==> config.mk <==
export PLATFORM = sky130hd
export DESIGN_NAME = vector_lane_sequencer_flat
export DESIGN_NICKNAME = d
export VERILOG_FILES = /design/src/rtl/vector_lane_sequencer_if.sv /design/src/rtl/vector_lane_sequencer.sv /design/src/flat_wrapper.sv
export SDC_FILE = /design/constraint.sdc
export NUM_CORES = 1
export LEC_CHECK = 0
export ABC_CLOCK_PERIOD_IN_PS = 4500
export CAP_MARGIN = 40
export CORE_ASPECT_RATIO = 1.25
export CORE_MARGIN = 4
export CORE_UTILIZATION = 42
export DETAILED_ROUTE_END_ITERATION = 8
export PLACE_DENSITY = 0.7
export SLEW_MARGIN = 40
export SYNTH_ARGS = -nofsm -noshare
export SYNTH_HDL_FRONTEND = slang
export SYNTH_SLANG_ARGS = --single-unit
==> constraint.sdc <==
create_clock -name clk -period 4.5 [get_ports clk]
set_input_delay 0.9 -clock clk [delete_from_list [all_inputs] [get_ports clk]]
set_output_delay 0.9 -clock clk [all_outputs]
set_load 0.01 [all_outputs]
==> src/rtl/vector_lane_sequencer_if.sv <==
// ---------------------------------------------------------------------------
// vector_lane_sequencer_if
//   Handshake bundle between the Execute-stage control (hazard unit, decode
//   of the vector instruction, data memory ready) and the vector lane
//   sequencer.
//
//   Control side -> sequencer:
//     StartE     vector instruction valid in Execute
//     VecLenE    active lane count (LANE_W+1 bits, clamped to LANES inside)
//     MemOpE     instruction is a vector load/store
//     MemReadyM  data memory accepts the current group
//     Abort      cancel the current vector op (branch flush)
//   Sequencer -> control side:
//     StallVec   hold Fetch/Decode/Execute registers
//     LaneValid  a lane group is presented this cycle
//     LaneIdx    first lane index of the presented group
//     LaneMask   per-lane active bits of the presented group
//     Busy       sequencer is running groups
//     DoneE      one-cycle completion pulse
//
//   Modports: slave = the sequencer, master = whoever drives the controls.
// ---------------------------------------------------------------------------
interface vector_lane_sequencer_if #(
    parameter int LANES           = 8,
    parameter int LANES_PER_CYCLE = 2,
    parameter int LANE_W          = $clog2(LANES)
);
    logic                       StartE;
    logic [LANE_W:0]            VecLenE;
    logic                       MemOpE;
    logic                       MemReadyM;
    logic                       Abort;

    logic                       StallVec;
    logic                       LaneValid;
    logic [LANE_W-1:0]          LaneIdx;
    logic [LANES_PER_CYCLE-1:0] LaneMask;
    logic                       Busy;
    logic                       DoneE;

    modport master (
        output StartE, VecLenE, MemOpE, MemReadyM, Abort,
        input  StallVec, LaneValid, LaneIdx, LaneMask, Busy, DoneE
    );

    modport slave (
        input  StartE, VecLenE, MemOpE, MemReadyM, Abort,
        output StallVec, LaneValid, LaneIdx, LaneMask, Busy, DoneE
    );
endinterface

==> src/rtl/vector_lane_sequencer.sv <==
// ---------------------------------------------------------------------------
// vector_lane_sequencer
//   Sequences one multi-cycle vector instruction in Execute across the vector
//   lanes, issuing LANES_PER_CYCLE lanes per accepted group and stalling the
//   front of the pipeline until the last group has been accepted.
//
//   Ports:
//     clk    rising-edge clock
//     reset  synchronous, active-high
//     vif    vector_lane_sequencer_if.slave (StartE/VecLenE/MemOpE/MemReadyM/
//            Abort in; StallVec/LaneValid/LaneIdx/LaneMask/Busy/DoneE out)
//
//   Flow: IDLE captures the instruction (StallVec asserted combinationally in
//   that same cycle), RUN presents one group per cycle while memory accepts,
//   DONE pulses DoneE for one cycle so the instruction can move to Memory.
// ---------------------------------------------------------------------------
module vector_lane_sequencer #(
    parameter int LANES           = 8,
    parameter int LANES_PER_CYCLE = 2,
    parameter int LANE_W          = $clog2(LANES)
) (
    input  logic                   clk,
    input  logic                   reset,
    vector_lane_sequencer_if.slave vif
);

    typedef enum logic [1:0] {
        S_IDLE = 2'd0,
        S_RUN  = 2'd1,
        S_DONE = 2'd2
    } state_t;

    localparam logic [LANE_W:0]   LEN_MAX  = (LANE_W+1)'(LANES);
    localparam logic [LANE_W:0]   STEP     = (LANE_W+1)'(LANES_PER_CYCLE);
    // One extra bit so base+STEP cannot overflow before the compare.
    localparam logic [LANE_W+1:0] STEP_EXT = (LANE_W+2)'(LANES_PER_CYCLE);

    state_t          state_q, state_d;
    logic [LANE_W:0] base_q,  base_d;
    logic [LANE_W:0] len_q,   len_d;
    logic            memop_q, memop_d;

    logic                       stall_vec;
    logic                       lane_valid;
    logic [LANE_W-1:0]          lane_idx;
    logic [LANES_PER_CYCLE-1:0] lane_mask;
    logic                       busy;
    logic                       done_e;

    logic            start_ok;
    logic            accept;
    logic            last_grp;
    logic [LANE_W:0] len_clamped;

    function automatic logic [LANE_W:0] clamp_len(input logic [LANE_W:0] v);
        if (v > LEN_MAX) begin
            return LEN_MAX;
        end
        return v;
    endfunction

    function automatic logic [LANES_PER_CYCLE-1:0] group_mask(
        input logic [LANE_W:0] base,
        input logic [LANE_W:0] len
    );
        logic [LANES_PER_CYCLE-1:0] m;
        m = '0;
        for (int i = 0; i < LANES_PER_CYCLE; i++) begin
            m[i] = (({1'b0, base} + (LANE_W+2)'(i)) < {1'b0, len});
        end
        return m;
    endfunction

    assign start_ok    = vif.StartE & ~vif.Abort;
    assign len_clamped = clamp_len(vif.VecLenE);
    assign accept      = ~memop_q | vif.MemReadyM;
    assign last_grp    = (({1'b0, base_q} + STEP_EXT) >= {1'b0, len_q});

    always_comb begin
        state_d    = state_q;
        base_d     = base_q;
        len_d      = len_q;
        memop_d    = memop_q;
        stall_vec  = 1'b0;
        lane_valid = 1'b0;
        lane_idx   = '0;
        lane_mask  = '0;
        busy       = 1'b0;
        done_e     = 1'b0;

        case (state_q)
            S_IDLE: begin
                stall_vec = start_ok;
                if (start_ok) begin
                    len_d   = len_clamped;
                    memop_d = vif.MemOpE;
                    base_d  = '0;
                    state_d = (len_clamped == '0) ? S_DONE : S_RUN;
                end
            end

            S_RUN: begin
                // LaneValid stays up in an Abort cycle; everything else drops.
                lane_valid = 1'b1;
                if (vif.Abort) begin
                    state_d = S_IDLE;
                    base_d  = '0;
                end else begin
                    lane_idx  = base_q[LANE_W-1:0];
                    lane_mask = group_mask(base_q, len_q);
                    stall_vec = 1'b1;
                    busy      = 1'b1;
                    if (accept) begin
                        if (last_grp) begin
                            state_d = S_DONE;
                        end else begin
                            base_d = base_q + STEP;
                        end
                    end
                end
            end

            S_DONE: begin
                // StartE here belongs to the instruction that is completing.
                done_e  = ~vif.Abort;
                base_d  = '0;
                state_d = S_IDLE;
            end

            default: begin
                state_d = S_IDLE;
                base_d  = '0;
            end
        endcase
    end

    always_ff @(posedge clk) begin
        if (reset) begin
            state_q <= S_IDLE;
            base_q  <= '0;
            len_q   <= '0;
            memop_q <= 1'b0;
        end else begin
            state_q <= state_d;
            base_q  <= base_d;
            len_q   <= len_d;
            memop_q <= memop_d;
        end
    end

    assign vif.StallVec  = stall_vec;
    assign vif.LaneValid = lane_valid;
    assign vif.LaneIdx   = lane_idx;
    assign vif.LaneMask  = lane_mask;
    assign vif.Busy      = busy;
    assign vif.DoneE     = done_e;

endmodule
==> src/flat_wrapper.sv <==
// flat-port wrapper written by rule: the top's interface ports become plain ports
module vector_lane_sequencer_flat 
#(
    parameter int LANES           = 8,
    parameter int LANES_PER_CYCLE = 2,
    parameter int LANE_W          = $clog2(LANES)
)
  (clk, reset, vif_StartE, vif_VecLenE, vif_MemOpE, vif_MemReadyM, vif_Abort, vif_StallVec, vif_LaneValid, vif_LaneIdx, vif_LaneMask, vif_Busy, vif_DoneE);
  vector_lane_sequencer_if #(.LANES(LANES), .LANES_PER_CYCLE(LANES_PER_CYCLE), .LANE_W(LANE_W)) vif_i ();
  input  logic clk;
  input  logic reset;
  input wire logic [$bits(vif_i.StartE)-1:0] vif_StartE;
  input wire logic [$bits(vif_i.VecLenE)-1:0] vif_VecLenE;
  input wire logic [$bits(vif_i.MemOpE)-1:0] vif_MemOpE;
  input wire logic [$bits(vif_i.MemReadyM)-1:0] vif_MemReadyM;
  input wire logic [$bits(vif_i.Abort)-1:0] vif_Abort;
  output wire logic [$bits(vif_i.StallVec)-1:0] vif_StallVec;
  output wire logic [$bits(vif_i.LaneValid)-1:0] vif_LaneValid;
  output wire logic [$bits(vif_i.LaneIdx)-1:0] vif_LaneIdx;
  output wire logic [$bits(vif_i.LaneMask)-1:0] vif_LaneMask;
  output wire logic [$bits(vif_i.Busy)-1:0] vif_Busy;
  output wire logic [$bits(vif_i.DoneE)-1:0] vif_DoneE;
  assign vif_i.StartE = vif_StartE;
  assign vif_i.VecLenE = vif_VecLenE;
  assign vif_i.MemOpE = vif_MemOpE;
  assign vif_i.MemReadyM = vif_MemReadyM;
  assign vif_i.Abort = vif_Abort;
  assign vif_StallVec = vif_i.StallVec;
  assign vif_LaneValid = vif_i.LaneValid;
  assign vif_LaneIdx = vif_i.LaneIdx;
  assign vif_LaneMask = vif_i.LaneMask;
  assign vif_Busy = vif_i.Busy;
  assign vif_DoneE = vif_i.DoneE;
  vector_lane_sequencer #(.LANES(LANES), .LANES_PER_CYCLE(LANES_PER_CYCLE), .LANE_W(LANE_W)) u_core (.clk(clk), .reset(reset), .vif(vif_i));
endmodule
# == Word level (Yosys, flattened, before mapping) ==
# Cells that the tools add are included.
# classes
addsub,3
n_lt_le_gt_ge,4
n_eq_ne,6
n_mux,23
n_bitwise,4
reduce_logical,5
# ops
cell,n
$mux W4,6
$mux W2,7
$pmux W4 S2,1
$mux W3,2
$ne A3 B2 Y1 const B,2
$reduce_and A3 Y1,2
$add A4 B1 Y5 const B,1
$add A4 B2 Y5 const B,1
$ge A5 B4 Y1,1
$lt A5 B4 Y1,1
$mux W1,5
$add A4 B2 Y4 const B,1
$gt A4 B4 Y1 const B,1
$logic_not A4 Y1,1
$lt A4 B4 Y1,1
$pmux W2 S2,1
$ne A3 B3 Y1 const B,1
$eq A2 B1 Y1 const B,1
$eq A2 B2 Y1 const B,1
$logic_not A2 Y1,1
$ne A2 B1 Y1 const B,1
$not A1 Y1,2
$pmux W1 S2,1
$reduce_and A2 Y1,1
other kinds (2),2
# word_totals
reg_bits,11
inputBits,10
out_inout_bits,9
elab_cells,49

# == Depth between registers and ports, before layout ==
# depth
depth_word,7
ltp_mapped,9
ltp_nobuf,9

# == Worst setup path before layout ==
# Ideal clock, no wire load.
# synth_timing
kind,input -> output
from,input vif_Abort
to,output vif_LaneMask[0]
arrival_ps,1754
t_required_ps,3600
path_slack_ps,1846
cell_stages,3
path_buffers,1
cell_sequence,or3b_1 -> buf_6 -> a211oi_1
# synth_via
elab_chain_cells,2
# synth_lines
item,line_no,text
start: declaration,flat_wrapper.sv:16,input wire logic [$bits(vif_i.Abort)-1:0] vif_Abort;
$mux W2,vector_lane_sequencer.sv:105,if (vif.Abort) begin
$mux W2,vector_lane_sequencer.sv:91,case (state_q)
end: declaration,flat_wrapper.sv:20,output wire logic [$bits(vif_i.LaneMask)-1:0] vif_LaneMask;
# Every way passes these cells.

# == Worst setup path in the final report ==
# Ends and elaborated chain as after synthesis.

==> summary.md <==
| Metric | Value |
|---|---|
| Status | `complete, no violations` |
| Grt total ovfl | `0` |
| Arrival time at the worst endpoint | `2.77 ns` |
| Flops & latches, synth | `10` |
| CP Class | `in -> out` |
| Most frequent cells in the layout | `clkdlybuf4s50_1, nand2_1, ha_1, dfxtp_1, a21oi_1` |
| CTS-repair resized insts | `0` |
| Die X-Extent | `45.44 um` |
| H-Tree Depth | `1` |
| Root buffer cell | `clkbuf_4` |
| CTS Buf Count | `3` |
| Library cells used by synthesis | `31` |
| Worst-Margin Slew | `0.5384 ns` |
| Clock power share | `0.268` |
| Max Clock Skew | `0.007965 ns` |
| Share of cells above drive strength 1 | `0.06481` |
| R2R depth | `9` |
| Crit share post-route | `0.8145` |
| Leakage power | `0.3564 nW` |
| First-pass GRT wire length | `2435 um` |
| Hold Vio Cnt, Final | `0` |
| Syn nets | `113` |
| Crit path required time | `3.60 ns` |
| Post-Syn Instances | `93` |
| Peak fanout along the critical path | `7` |
| Slew HR | `0.6386` |
| Number of top-level pins | `19` |
| CTS tree | `yes` |
| Largest net degree at the start of global routing | `10` |
| Final setup vio count | `0` |
| Input/output buffers | `17` |
| Final worst path period need | `3.665 ns` |
| FF/Latch Area | `200.2 um^2` |
| Crit. Startpoint | `vif_Abort` |
| DRC violations left | `0` |
| Worst skew pair latency | `0.26 ns` |
| Routed vias | `678` |
| Highest-delay cell along the critical path | `clkdlybuf4s50_1` |
| Crit-path cells | `clkdlybuf4s50_1, or3b_1, a211oi_1, clkdlybuf4s50_1` |
| Worst hold stages | `2` |
| Final slew viol count | `0` |
| Power Dens Cells | `241.3 nW/um^2` |
| Setup TNS | `0 ns` |
| Critical Path Stages | `4` |
| Filler cells | `163` |
| Most common cell after layout, fill and taps aside | `clkdlybuf4s50_1` |
| Max VDD drop | `0.1468 mV` |
| Buf/Inv on CP | `2` |
| Final RePlAce weighted congestion | `0.7836` |
| GRT Total Usage | `0.1336` |
| # diodes | `0` |
| Sequential power share | `0.445` |
| Area Growth Syn to Fin | `25.17%` |
| Wire per inst | `11.39 um` |
| Row count | `16` |
| Die area | `2490 um^2` |
| Register area share after synthesis | `0.2721` |
| CP peak stage delay | `0.57 ns` |
| Core area | `1622 um^2` |
| Drt initial violations | `15` |
| Reg2reg start | `u_core.base_q[1]` |
| Maxcap violations | `0` |
| DP HPWL | `1193 um` |
| Mapped Area | `735.7 um^2` |
| Initial Util | `0.4537` |
| Critical Path Sink Type | `output port` |
| Clk sink count | `10` |
| Antenna-violating nets left | `0` |
| Initial antenna violation count | `0` |
| Fmax | `0.2728 GHz` |
| Internal Pwr Total | `155.8 uW` |
| Hold_buf cts | `0` |
| Chip height | `54.80 um` |
| RSZ-0062 raised after global routing | `false` |
| Post-DR vias/cell | `5.381` |
| Post-Route WL | `1435 um` |
| Vias in the first global route | `605` |
| Placed Cells | `123` |
| Nature of the critical path startpoint | `primary input` |
| Multi-input logic area | `471.7 um^2` |
| Post-CTS Setup Bufs | `0` |
| # nets final | `130` |
| P_sw | `66.41 uW` |
| CTS clk-pin slew, worst paths | `0.06 ns` |
| Hold WC Path Type | `reg -> reg` |
| Syn Area/Cell | `7.911 um^2` |
| Non-Filler Instances | `126` |
| Clock buffer depth | `2` |
| Net Sw Frac | `0.2988` |
| Family with the most delay on the worst path | `buffers and inverters` |
| Top cell by count, worst path | `clkdlybuf4s50_1` |
| Pre-antenna DRT Iters | `6` |
| Power share of the combinational group | `0.286` |
| HP Start | `u_core.len_q[1]` |
| Ys Warns | `0` |
## layer usage
metal,part of all wire,vias up,GRT usage
met5,0,-,0
met4,0.020,0,0.09268
met3,0.076,5,0.02632
met2,0.46,32,0.2186
met1,0.44,290,0.1526
li1,-,351,-
## area by class of cell
cell class,instances,area share
clock buffer,3,0.02446
inverter,9,0.03668
multi-input combinational,69,0.5122
sequential,10,0.2174
tap,18,0.02446
timing repair buffer,17,0.1848
## cell families after synthesis
logic type | after synthesis | share of synthesized area
simple gates | 37 | 0.2789
compound gates | 20 | 0.1735
buf+inv | 14 | 0.08675
fa+ha+maj | 10 | 0.1701
flops | 10 | 0.2721
mux | 1 | 0.01361
other cells | 1 | 0.005097
## worst paths after layout
check,endpoint,slack [ns]
setup / recovery,vif_LaneMask[0],0.83
hold / removal,u_core.len_q[1],0.46
setup reg to reg,u_core.state_q[0],2.07
hold reg to reg,u_core.len_q[1],0.46
## synth_stat cells, drive strengths merged
library cell  count  share of area
buf               3          0.031
nor3              1         0.0068
ha               10           0.17
a221oi            1          0.012
conb              1         0.0051
o32a              2          0.027
nand3             1         0.0068
clkbuf            2          0.010
or4               1          0.010
nor2              8          0.063
o2111ai           1          0.012
a21oi             8          0.054
nand2            12          0.061
a311oi            1          0.012
o21ai             4          0.027
nand3b            3          0.031
a211oi            2          0.020
nand2b            4          0.034
or2               1         0.0085
mux2i             1          0.014
or3b              1          0.012
o22ai             1         0.0085
inv               9          0.046
nor3b             2          0.020
nor2b             3          0.026
dfxtp            10           0.27
## stage by stage
stage / util / power (mW) / area, um^2 / worst slack [ns] / hold slack [ns]
final: 0.5679 / 0.2222 / 920.9 / 0.8348 / 0.4550
after global routing: 0.5679 / 0.2388 / 920.9 / 0.7157 / 0.4707
after CTS: 0.5679 / 0.2241 / 920.9 / 0.8222 / 0.4602
after detailed placement: 0.5540 / 0.1645 / 898.4 / 0.8332 / 0.4516
after global placement: 0.5540 / 0.1639 / 898.4 / 0.8674 / 0.4452
after floorplan: - / 0.1408 / 735.7 / 1.846 / 0.4319
## sequential cells by signal, summed over array words and instances (netlist names)
signal and count:
u_core.base_q 3, u_core.len_q 4, u_core.memop_q 1, u_core.state_q 2
## worst min-delay path: cells and delay by family, from the launching register on
kind	cells	cell delay (ns)
flip-flops	1	0.31
AND/OR/NAND/NOR	1	0.05
AO/OA/AOI/OAI	1	0.05
## power by group through the flow
| stage | Combinational [mW] | Sequential, mW | Clock (mW) |
|---|---|---|---|
| after floorplan | 0.0411 | 0.0998 | 0 |
| after global placement | 0.0628 | 0.101 | 0 |
| after detailed placement | 0.0635 | 0.101 | 0 |
| after CTS | 0.0640 | 0.0990 | 0.0611 |
| after global routing | 0.0712 | 0.100 | 0.0675 |
| final | 0.0636 | 0.0989 | 0.0596 |
Power figures use the tool's default switching activity.
